==> src/rtl/craft_tks_stream.sv <==
// craft_tks_stream: sequential CRAFT round-tweakey generator.
// Loads one 128-bit key and one 64-bit tweak, then streams TK[r] for
// r = 0..NUM_ROUNDS-1 (LANES tweakeys per beat) over a valid/ready port.
// Optional feature macro: CRAFT_TKS_DECRYPT_EN (descending round order on dec_i).
module craft_tks_stream #(
    parameter int NUM_ROUNDS = 32,
    parameter int LANES      = 1
) (
    input  logic                  clk,
    input  logic                  rst,
    input  logic                  load_valid_i,
    output logic                  load_ready_o,
    input  logic [127:0]          key_i,
    input  logic [63:0]           tweak_i,
    input  logic                  dec_i,
    output logic                  tk_valid_o,
    input  logic                  tk_ready_i,
    output logic [64*LANES-1:0]   tk_o,
    output logic [7:0]            round_o,
    output logic                  last_o
);

    typedef enum logic {IDLE, RUN} state_t;

    // Nibble i of this constant is the source nibble index Q[i].
    localparam logic [63:0] QTAB      = 64'hCAF5E892B374601D;
    localparam logic [7:0]  STEP      = 8'(LANES);
    localparam logic [7:0]  LAST_ENC  = 8'(NUM_ROUNDS - LANES);
`ifdef CRAFT_TKS_DECRYPT_EN
    localparam logic [7:0]  FIRST_DEC = 8'(NUM_ROUNDS - 1);
    localparam logic [7:0]  LAST_DEC  = 8'(LANES - 1);
`endif

    state_t      state_q, state_d;
    logic [7:0]  cnt_q, cnt_d;
    logic [63:0] k0_q, k0_d;
    logic [63:0] k1_q, k1_d;
    logic [63:0] t_q, t_d;
    logic [63:0] qt_q, qt_d;
    logic        last_beat;
`ifdef CRAFT_TKS_DECRYPT_EN
    logic        dec_q, dec_d;
`else
    logic        unused_dec;
    assign unused_dec = dec_i;
`endif

    // Tweak nibble permutation Q; nibble 0 is the most significant nibble.
    function automatic logic [63:0] q_perm(input logic [63:0] v);
        logic [63:0] res;
        logic [3:0]  src;
        res = '0;
        for (int i = 0; i < 16; i++) begin
            src = QTAB[63-4*i -: 4];
            res[63-4*i -: 4] = v[63-4*int'(src) -: 4];
        end
        return res;
    endfunction

    // Tweakey for one round index from the registered key/tweak material.
    function automatic logic [63:0] tk_of(input logic [7:0] r,
                                          input logic [63:0] k0, input logic [63:0] k1,
                                          input logic [63:0] t,  input logic [63:0] qt);
        return (r[0] ? k1 : k0) ^ (r[1] ? qt : t);
    endfunction

    // Final-beat detection from the counter and direction.
    always_comb begin
`ifdef CRAFT_TKS_DECRYPT_EN
        last_beat = dec_q ? (cnt_q == LAST_DEC) : (cnt_q == LAST_ENC);
`else
        last_beat = (cnt_q == LAST_ENC);
`endif
    end

    // State and datapath register updates with synchronous reset.
    always_ff @(posedge clk) begin
        if (rst) begin
            state_q <= IDLE;
            cnt_q   <= '0;
            k0_q    <= '0;
            k1_q    <= '0;
            t_q     <= '0;
            qt_q    <= '0;
`ifdef CRAFT_TKS_DECRYPT_EN
            dec_q   <= 1'b0;
`endif
        end else begin
            state_q <= state_d;
            cnt_q   <= cnt_d;
            k0_q    <= k0_d;
            k1_q    <= k1_d;
            t_q     <= t_d;
            qt_q    <= qt_d;
`ifdef CRAFT_TKS_DECRYPT_EN
            dec_q   <= dec_d;
`endif
        end
    end

    // Next-state: load in IDLE, advance the counter on each accepted beat in RUN.
    always_comb begin
        state_d = state_q;
        cnt_d   = cnt_q;
        k0_d    = k0_q;
        k1_d    = k1_q;
        t_d     = t_q;
        qt_d    = qt_q;
`ifdef CRAFT_TKS_DECRYPT_EN
        dec_d   = dec_q;
`endif
        case (state_q)
            IDLE: begin
                if (load_valid_i) begin
                    k0_d    = key_i[127:64];
                    k1_d    = key_i[63:0];
                    t_d     = tweak_i;
                    qt_d    = q_perm(tweak_i);
                    cnt_d   = '0;
                    state_d = RUN;
`ifdef CRAFT_TKS_DECRYPT_EN
                    dec_d   = dec_i;
                    if (dec_i) cnt_d = FIRST_DEC;
`endif
                end
            end
            RUN: begin
                if (tk_ready_i) begin
                    if (last_beat) begin
                        state_d = IDLE;
                        cnt_d   = '0;
                    end else begin
`ifdef CRAFT_TKS_DECRYPT_EN
                        cnt_d = dec_q ? (cnt_q - STEP) : (cnt_q + STEP);
`else
                        cnt_d = cnt_q + STEP;
`endif
                    end
                end
            end
            default: state_d = IDLE;
        endcase
    end

    // Outputs: zero in IDLE; in RUN one tweakey per lane from registered state.
    always_comb begin
        logic [7:0] r;
        r            = '0;
        load_ready_o = (state_q == IDLE);
        tk_valid_o   = (state_q == RUN);
        tk_o         = '0;
        round_o      = '0;
        last_o       = 1'b0;
        if (state_q == RUN) begin
            round_o = cnt_q;
            last_o  = last_beat;
            for (int j = 0; j < LANES; j++) begin
`ifdef CRAFT_TKS_DECRYPT_EN
                r = dec_q ? (cnt_q - 8'(j)) : (cnt_q + 8'(j));
`else
                r = cnt_q + 8'(j);
`endif
                tk_o[64*j +: 64] = tk_of(r, k0_q, k1_q, t_q, qt_q);
            end
        end
    end

endmodule

==> config.mk <==
export PLATFORM = sky130hd
export DESIGN_NAME = craft_tks_stream
export DESIGN_NICKNAME = d
export VERILOG_FILES = /design/src/rtl/craft_tks_stream.sv
export SDC_FILE = /design/constraint.sdc
export NUM_CORES = 1
export LEC_CHECK = 0
export CAP_MARGIN = 20
export CORE_MARGIN = 8
export CORE_UTILIZATION = 40
export CTS_CLUSTER_DIAMETER = 80
export DETAILED_ROUTE_END_ITERATION = 10
export DONT_BUFFER_PORTS = 1
export GPL_TIMING_DRIVEN = 0
export PLACE_DENSITY = 0.59
export SLEW_MARGIN = 5
export SYNTH_ARGS = -nofsm -noshare
export SYNTH_HDL_FRONTEND = slang
export SYNTH_SLANG_ARGS = --single-unit
==> constraint.sdc <==
create_clock -name clk -period 2.17 [get_ports clk]
set_clock_uncertainty 0.2 [all_clocks]
set_input_delay 0.434 -clock clk [delete_from_list [all_inputs] [get_ports clk]]
set_output_delay 0.434 -clock clk [all_outputs]
set_load 0.02 [all_outputs]
* Word level (Yosys, flattened, before mapping)
Cells that the tools add are included.
Cells by class: reduce and logical (&&, ||, !) cells 2, $add $sub $neg 1, muxes and demuxes 13, bitwise logic cells 2, eq/ne operators 3
Operators by type and width (count):
- two-way mux 64 bit | 3
- XOR 64 bit | 1
- two-way mux 8 bit | 4
- case mux 8 bit (2 select lines) | 1
- adder 8 x 1 -> 8 bit (second input constant) | 1
- == test 8 x 5 -> 1 bit (second input constant) | 1
- two-way mux 1 bit | 4
- inequality test 2 bit (second input constant) | 2
- AND reduction 2 bit | 2
- case mux 1 bit (2 select lines) | 1
- inverter 1 bit | 1
Storage, ports and cells: logic and storage cells 27, input port bits 197, flip-flop bits (word level) 265

* Depth between registers and ports, before layout
depth after elaboration 4, depth in mapped cells 6

* Least setup slack after synthesis
Ideal clock, no wire load.
path kind register to output, start point register cnt_q[0], end point output tk_o[10], stages on the path, launching flop included 6, data required time 1.536 ns, slack 0.204 ns, arrival time 1.332 ns, path through dfxtp_1 buf_2 buf_2 mux2i_1 xnor2_1 nor2_1
On the way: word-level cells in the longest chain between the ends 3
RTL lines:
- start, declared | RTL line 35 | logic [7:0] cnt_q, cnt_d;
- start signal, assigned | RTL line 90 | cnt_q <= cnt_d;
- two-way mux 64 bit | RTL line 64 | return (r[0] ? k1 : k0) ^ (r[1] ? qt : t);
- XOR 64 bit | RTL line 64
- two-way mux 64 bit | RTL line 154 | if (state_q == RUN) begin
- end, declared | RTL line 18 | output logic [64*LANES-1:0] tk_o,
Every way passes these cells.

* Worst setup path after layout
start point register cnt_q[1], end point output tk_o[23]
The elaborated chain is that of the path after synthesis.

==> results.py <==
metrics = {
    "place": {
        "dp_worst_setup_slack_ns": -0.544,
        "place.detailed.hpwl_mm": 24.7,
        "port-buffer-count": 0,
        "finalWeightedCongestion": 0.850,
        "dpl_cell_area_sq_um": 9720,
    },
    "synth": {
        "yosys.area.top_type": "sky130_fd_sc_hd__dfxtp_1",
        "synth_nets": 1375,
        "mapped_cell_area_sq_um": 9320,
        "yosysTopAreaCellShare_pct": 43.2,
        "ys_seq_area_share_pct": 43.2,
        "ys_async_sr_fraction_pct": 0,
        "ys_types": 33,
        "netlist_instances": 1177,
        "ys_seq_elements": 201,
        "post_synth_main_area_contributors": "sky130_fd_sc_hd__dfxtp_1, sky130_fd_sc_hd__nand2_1, sky130_fd_sc_hd__mux2i_1",
        "syn-mean-instance-area_sq_um": 7.92,
        "yosys_warnings": 0,
        "most_instantiated_flip_flop_cell_in_the_synthesis_netlist": "sky130_fd_sc_hd__dfxtp_1",
        "synth-edff-count": 0,
    },
    "worst_setup_path": {
        "critical_path_required_ns": 1.54,
        "timing.rr.end": "cnt_q[3]",
        "critPathLaunch": "cnt_q[1]",
        "cp_data_arrival_time_ns": 1.89,
        "r2r_slack_ns": 0.15,
        "timing.critical_path.fanout_max": 10,
        "endpoint": "tk_o[23]",
        "path_class": "flop to primary output",
        "critical_path.reg2reg.startpoint": "cnt_q[1]",
        "worst_setup_path_end_kind": "primary output",
        "timing.reg2reg.worst_path_depth": 7,
        "setup.worst_path.start_class": "flop",
    },
    "timing": {
        "timing.fmax_ghz": 0.397,
        "max_slew.worst_pin.slew_ns": 0.655,
        "final_hold_viol_count": 0,
        "final_max_slew_viol_count": 0,
        "final_period_minus_worst_setup_slack_ns": 2.52,
        "setup_violations": 66,
        "fraction_of_the_cycle_the_final_worst_path_needs_pct": 116,
        "rsz0062_at_grt": "yes",
        "postLayoutSetupSlackWorst_ns": -0.350,
        "slew_headroom_pct": 56.3,
    },
    "status": {
        "status": "finished, violations left",
        "failing_checks": "setup timing",
    },
    "global_route": {
        "grt_pass1_vias": 9202,
        "grt_antenna_before_repair": 3,
        "groute.usage.overall_pct": 24.1,
        "grt_pass1_wl_mm": 53.5,
        "grt_start_max_net_pins": 13,
        "globalRouteOverflowTotal": 0,
    },
    "floorplan": {
        "boundaryPins": 272,
        "die_x_um": 169,
        "die_h_um": 169,
        "fp.coreArea_sq_um": 23200,
        "initial_core_util_pct": 40.2,
        "row_count": 56,
        "total_die_area_sq_um": 28400,
    },
    "clock_tree": {
        "cts_tree": "yes",
        "clock_latency_ns": 0.49,
        "cts.htree.levels": 1,
        "cts-root-to-sink-buffers": 3,
        "path_clk_slew_ns": 0.06,
        "root_buffer": "sky130_fd_sc_hd__clkbuf_16",
        "cts_buffers": 23,
        "clock_sink_count": 201,
    },
    "route": {
        "drc": 0,
        "routed-wl-met3_mm": 2.57,
        "vias": 9083,
        "wl_met1_mm": 15.1,
        "wl_per_cell_um": 20.9,
        "detailed_route_iter0_violations": 642,
        "dr.max_layer_used": "met4",
        "final_antenna_net_count": 0,
        "drt-total-wl_mm": 36.7,
        "met2WireLength_mm": 18.0,
        "vias_per_cell": 5.18,
        "first_pass_iters": 5,
    },
    "pwr": {
        "ir_drop_v": 0.000561,
        "power.leakage_nw": 4.93,
        "p_total_mw": 9.74,
        "cellPowerDensity_nw_per_um2": 677,
    },
    "cells_and_area": {
        "finalNetCount": 1613,
        "area.growth.synth_to_final_pct": 54.3,
        "final_layout_size_suffix_gt1_share_pct": 22.4,
        "final_design_area_no_fill_sq_um": 14400,
    },
    "flow_run": {
        "max-cap-violations": 0,
    },
    "worst_hold_path": {
        "holdCritPathClass": "primary input to flop",
    },
}
[cell usage after synthesis, types with 2 or more instances]
cell / n
sky130_fd_sc_hd__buf_1: 9
sky130_fd_sc_hd__and2_2: 2
sky130_fd_sc_hd__nor2_1: 71
sky130_fd_sc_hd__o21ai_0: 3
sky130_fd_sc_hd__a21oi_1: 198
sky130_fd_sc_hd__xnor2_1: 64
sky130_fd_sc_hd__buf_12: 2
sky130_fd_sc_hd__mux2i_1: 128
sky130_fd_sc_hd__o21ai_1: 2
sky130_fd_sc_hd__dfxtp_1: 201
sky130_fd_sc_hd__buf_6: 3
sky130_fd_sc_hd__buf_8: 2
sky130_fd_sc_hd__buf_2: 52
sky130_fd_sc_hd__a31oi_1: 4
sky130_fd_sc_hd__nand2_1: 388
sky130_fd_sc_hd__nand4_1: 2
sky130_fd_sc_hd__clkbuf_1: 21
sky130_fd_sc_hd__nor2b_1: 2
sky130_fd_sc_hd__and2_1: 8
sky130_fd_sc_hd__nand3b_1: 2
[critical path, stage by stage (launching register included)]
cell and delay (ns):
sky130_fd_sc_hd__dfxtp_2 0.34, sky130_fd_sc_hd__buf_8 0.13, sky130_fd_sc_hd__buf_6 0.25, sky130_fd_sc_hd__mux2i_2 0.32, sky130_fd_sc_hd__xnor2_1 0.16, sky130_fd_sc_hd__nor2_4 0.19
[kinds of logic after synthesis]
kind of cell | share of synthesized area, %
AND/OR/NAND/NOR | 20.2
AO/OA/AOI/OAI | 11.6
flip-flops | 43.2
multiplexers | 13.7
buffers and inverters | 5.15
XOR/XNOR | 6.01
adder cells (fa/ha/maj) | 0.134
[power by group]
part,leakage [nW],total (mW),switching (mW),internal (mW)
Clock,0.371,3.79,1.55,2.24
Combinational,2.91,1.83,0.995,0.830
Sequential,1.65,4.12,0.227,3.90
[registers in the layout (all words and copies together) (netlist names)]
| register | flops |
|---|---|
| k0_q | 64 |
| cnt_q | 8 |
| t_q | 63 |
| tk_valid_o | 1 |
| k1_q | 64 |
| qt_q | 1 |
[cell usage in the layout (no fill, tap or decap), types with 5 or more instances in the layout]
cell | synthesis | layout
sky130_fd_sc_hd__dlygate4sd3_1 | 0 | 194
sky130_fd_sc_hd__mux2i_1 | 128 | 40
sky130_fd_sc_hd__clkbuf_1 | 21 | 19
sky130_fd_sc_hd__buf_6 | 3 | 12
sky130_fd_sc_hd__xnor2_1 | 64 | 33
sky130_fd_sc_hd__nand2_1 | 388 | 388
sky130_fd_sc_hd__buf_4 | 0 | 11
sky130_fd_sc_hd__nor2_2 | 0 | 8
sky130_fd_sc_hd__clkbuf_8 | 0 | 11
sky130_fd_sc_hd__mux2i_2 | 0 | 27
sky130_fd_sc_hd__nor2_4 | 0 | 56
sky130_fd_sc_hd__buf_1 | 9 | 6
sky130_fd_sc_hd__buf_12 | 2 | 8
sky130_fd_sc_hd__dfxtp_1 | 201 | 198
sky130_fd_sc_hd__mux2i_4 | 0 | 61
sky130_fd_sc_hd__a21oi_1 | 198 | 198
sky130_fd_sc_hd__xnor2_2 | 0 | 31
sky130_fd_sc_hd__clkbuf_16 | 0 | 26
sky130_fd_sc_hd__and2_1 | 8 | 5
sky130_fd_sc_hd__buf_2 | 52 | 42
sky130_fd_sc_hd__nor2_1 | 71 | 7
[per-stage QoR]
| stage | utilization [%] | hold WS (ns) | cells | TNS [ns] |
|---|---|---|---|---|
| final | 62.0 | 0.0724 | 1753 | -18.37 |
| after global routing | 62.0 | 0.0797 | 1751 | -23.27 |
| after CTS | 58.7 | 0.0435 | 1741 | -20.02 |
| after global placement | 41.9 | 0.242 | 1496 | -21.99 |
| after floorplan | - | 0.236 | 1177 | 0 |
| after detailed placement | 41.9 | 0.246 | 1496 | -23.40 |
[layout make-up]
class                           instances  area [sq um]
Fill cell                            1870          8810
Multi-Input combinational cell        886          6370
Sequential cell                       201          4030
Timing Repair Buffer                  213          2180
Clock buffer                           35           711
Buffer                                 89           659
Tap cell                              319           399
Clock inverter                          5          28.8
Antenna cell                            4          10.0
Inverter                                1          3.75
[worst min path at each step]
stage / start / slack, ns / endpoint / cells past startpoint
detailed placement: k0_q[57] / 0.25 / k0_q[57] / 2
floorplan: k0_q[0] / 0.24 / k0_q[0] / 2
finish: tk_ready_i / 0.07 / tk_valid_o / 2
global placement: k1_q[19] / 0.24 / k1_q[19] / 2
global route: tk_ready_i / 0.08 / tk_valid_o / 2
CTS: tk_ready_i / 0.04 / tk_valid_o / 2
[per-layer routing]
| metal | global-route usage [%] | vias to the layer above |
|---|---|---|
| met5 | 0 | - |
| met4 | 6.37 | 0 |
| met3 | 5.26 | 69 |
| met2 | 41.3 | 362 |
| met1 | 30.1 | 4289 |
| li1 | - | 4363 |
[what timing repair did]
item	in CTS	in global routing
gates resized for setup	266	108
setup buffers	10	5
hold endpoints to repair	196	0
cloned	1	3
hold buffers	194	0
pin swaps	26	39
endpoints found under the setup margin	74	73
No activity file was read; power rests on OpenSTA's default activity.
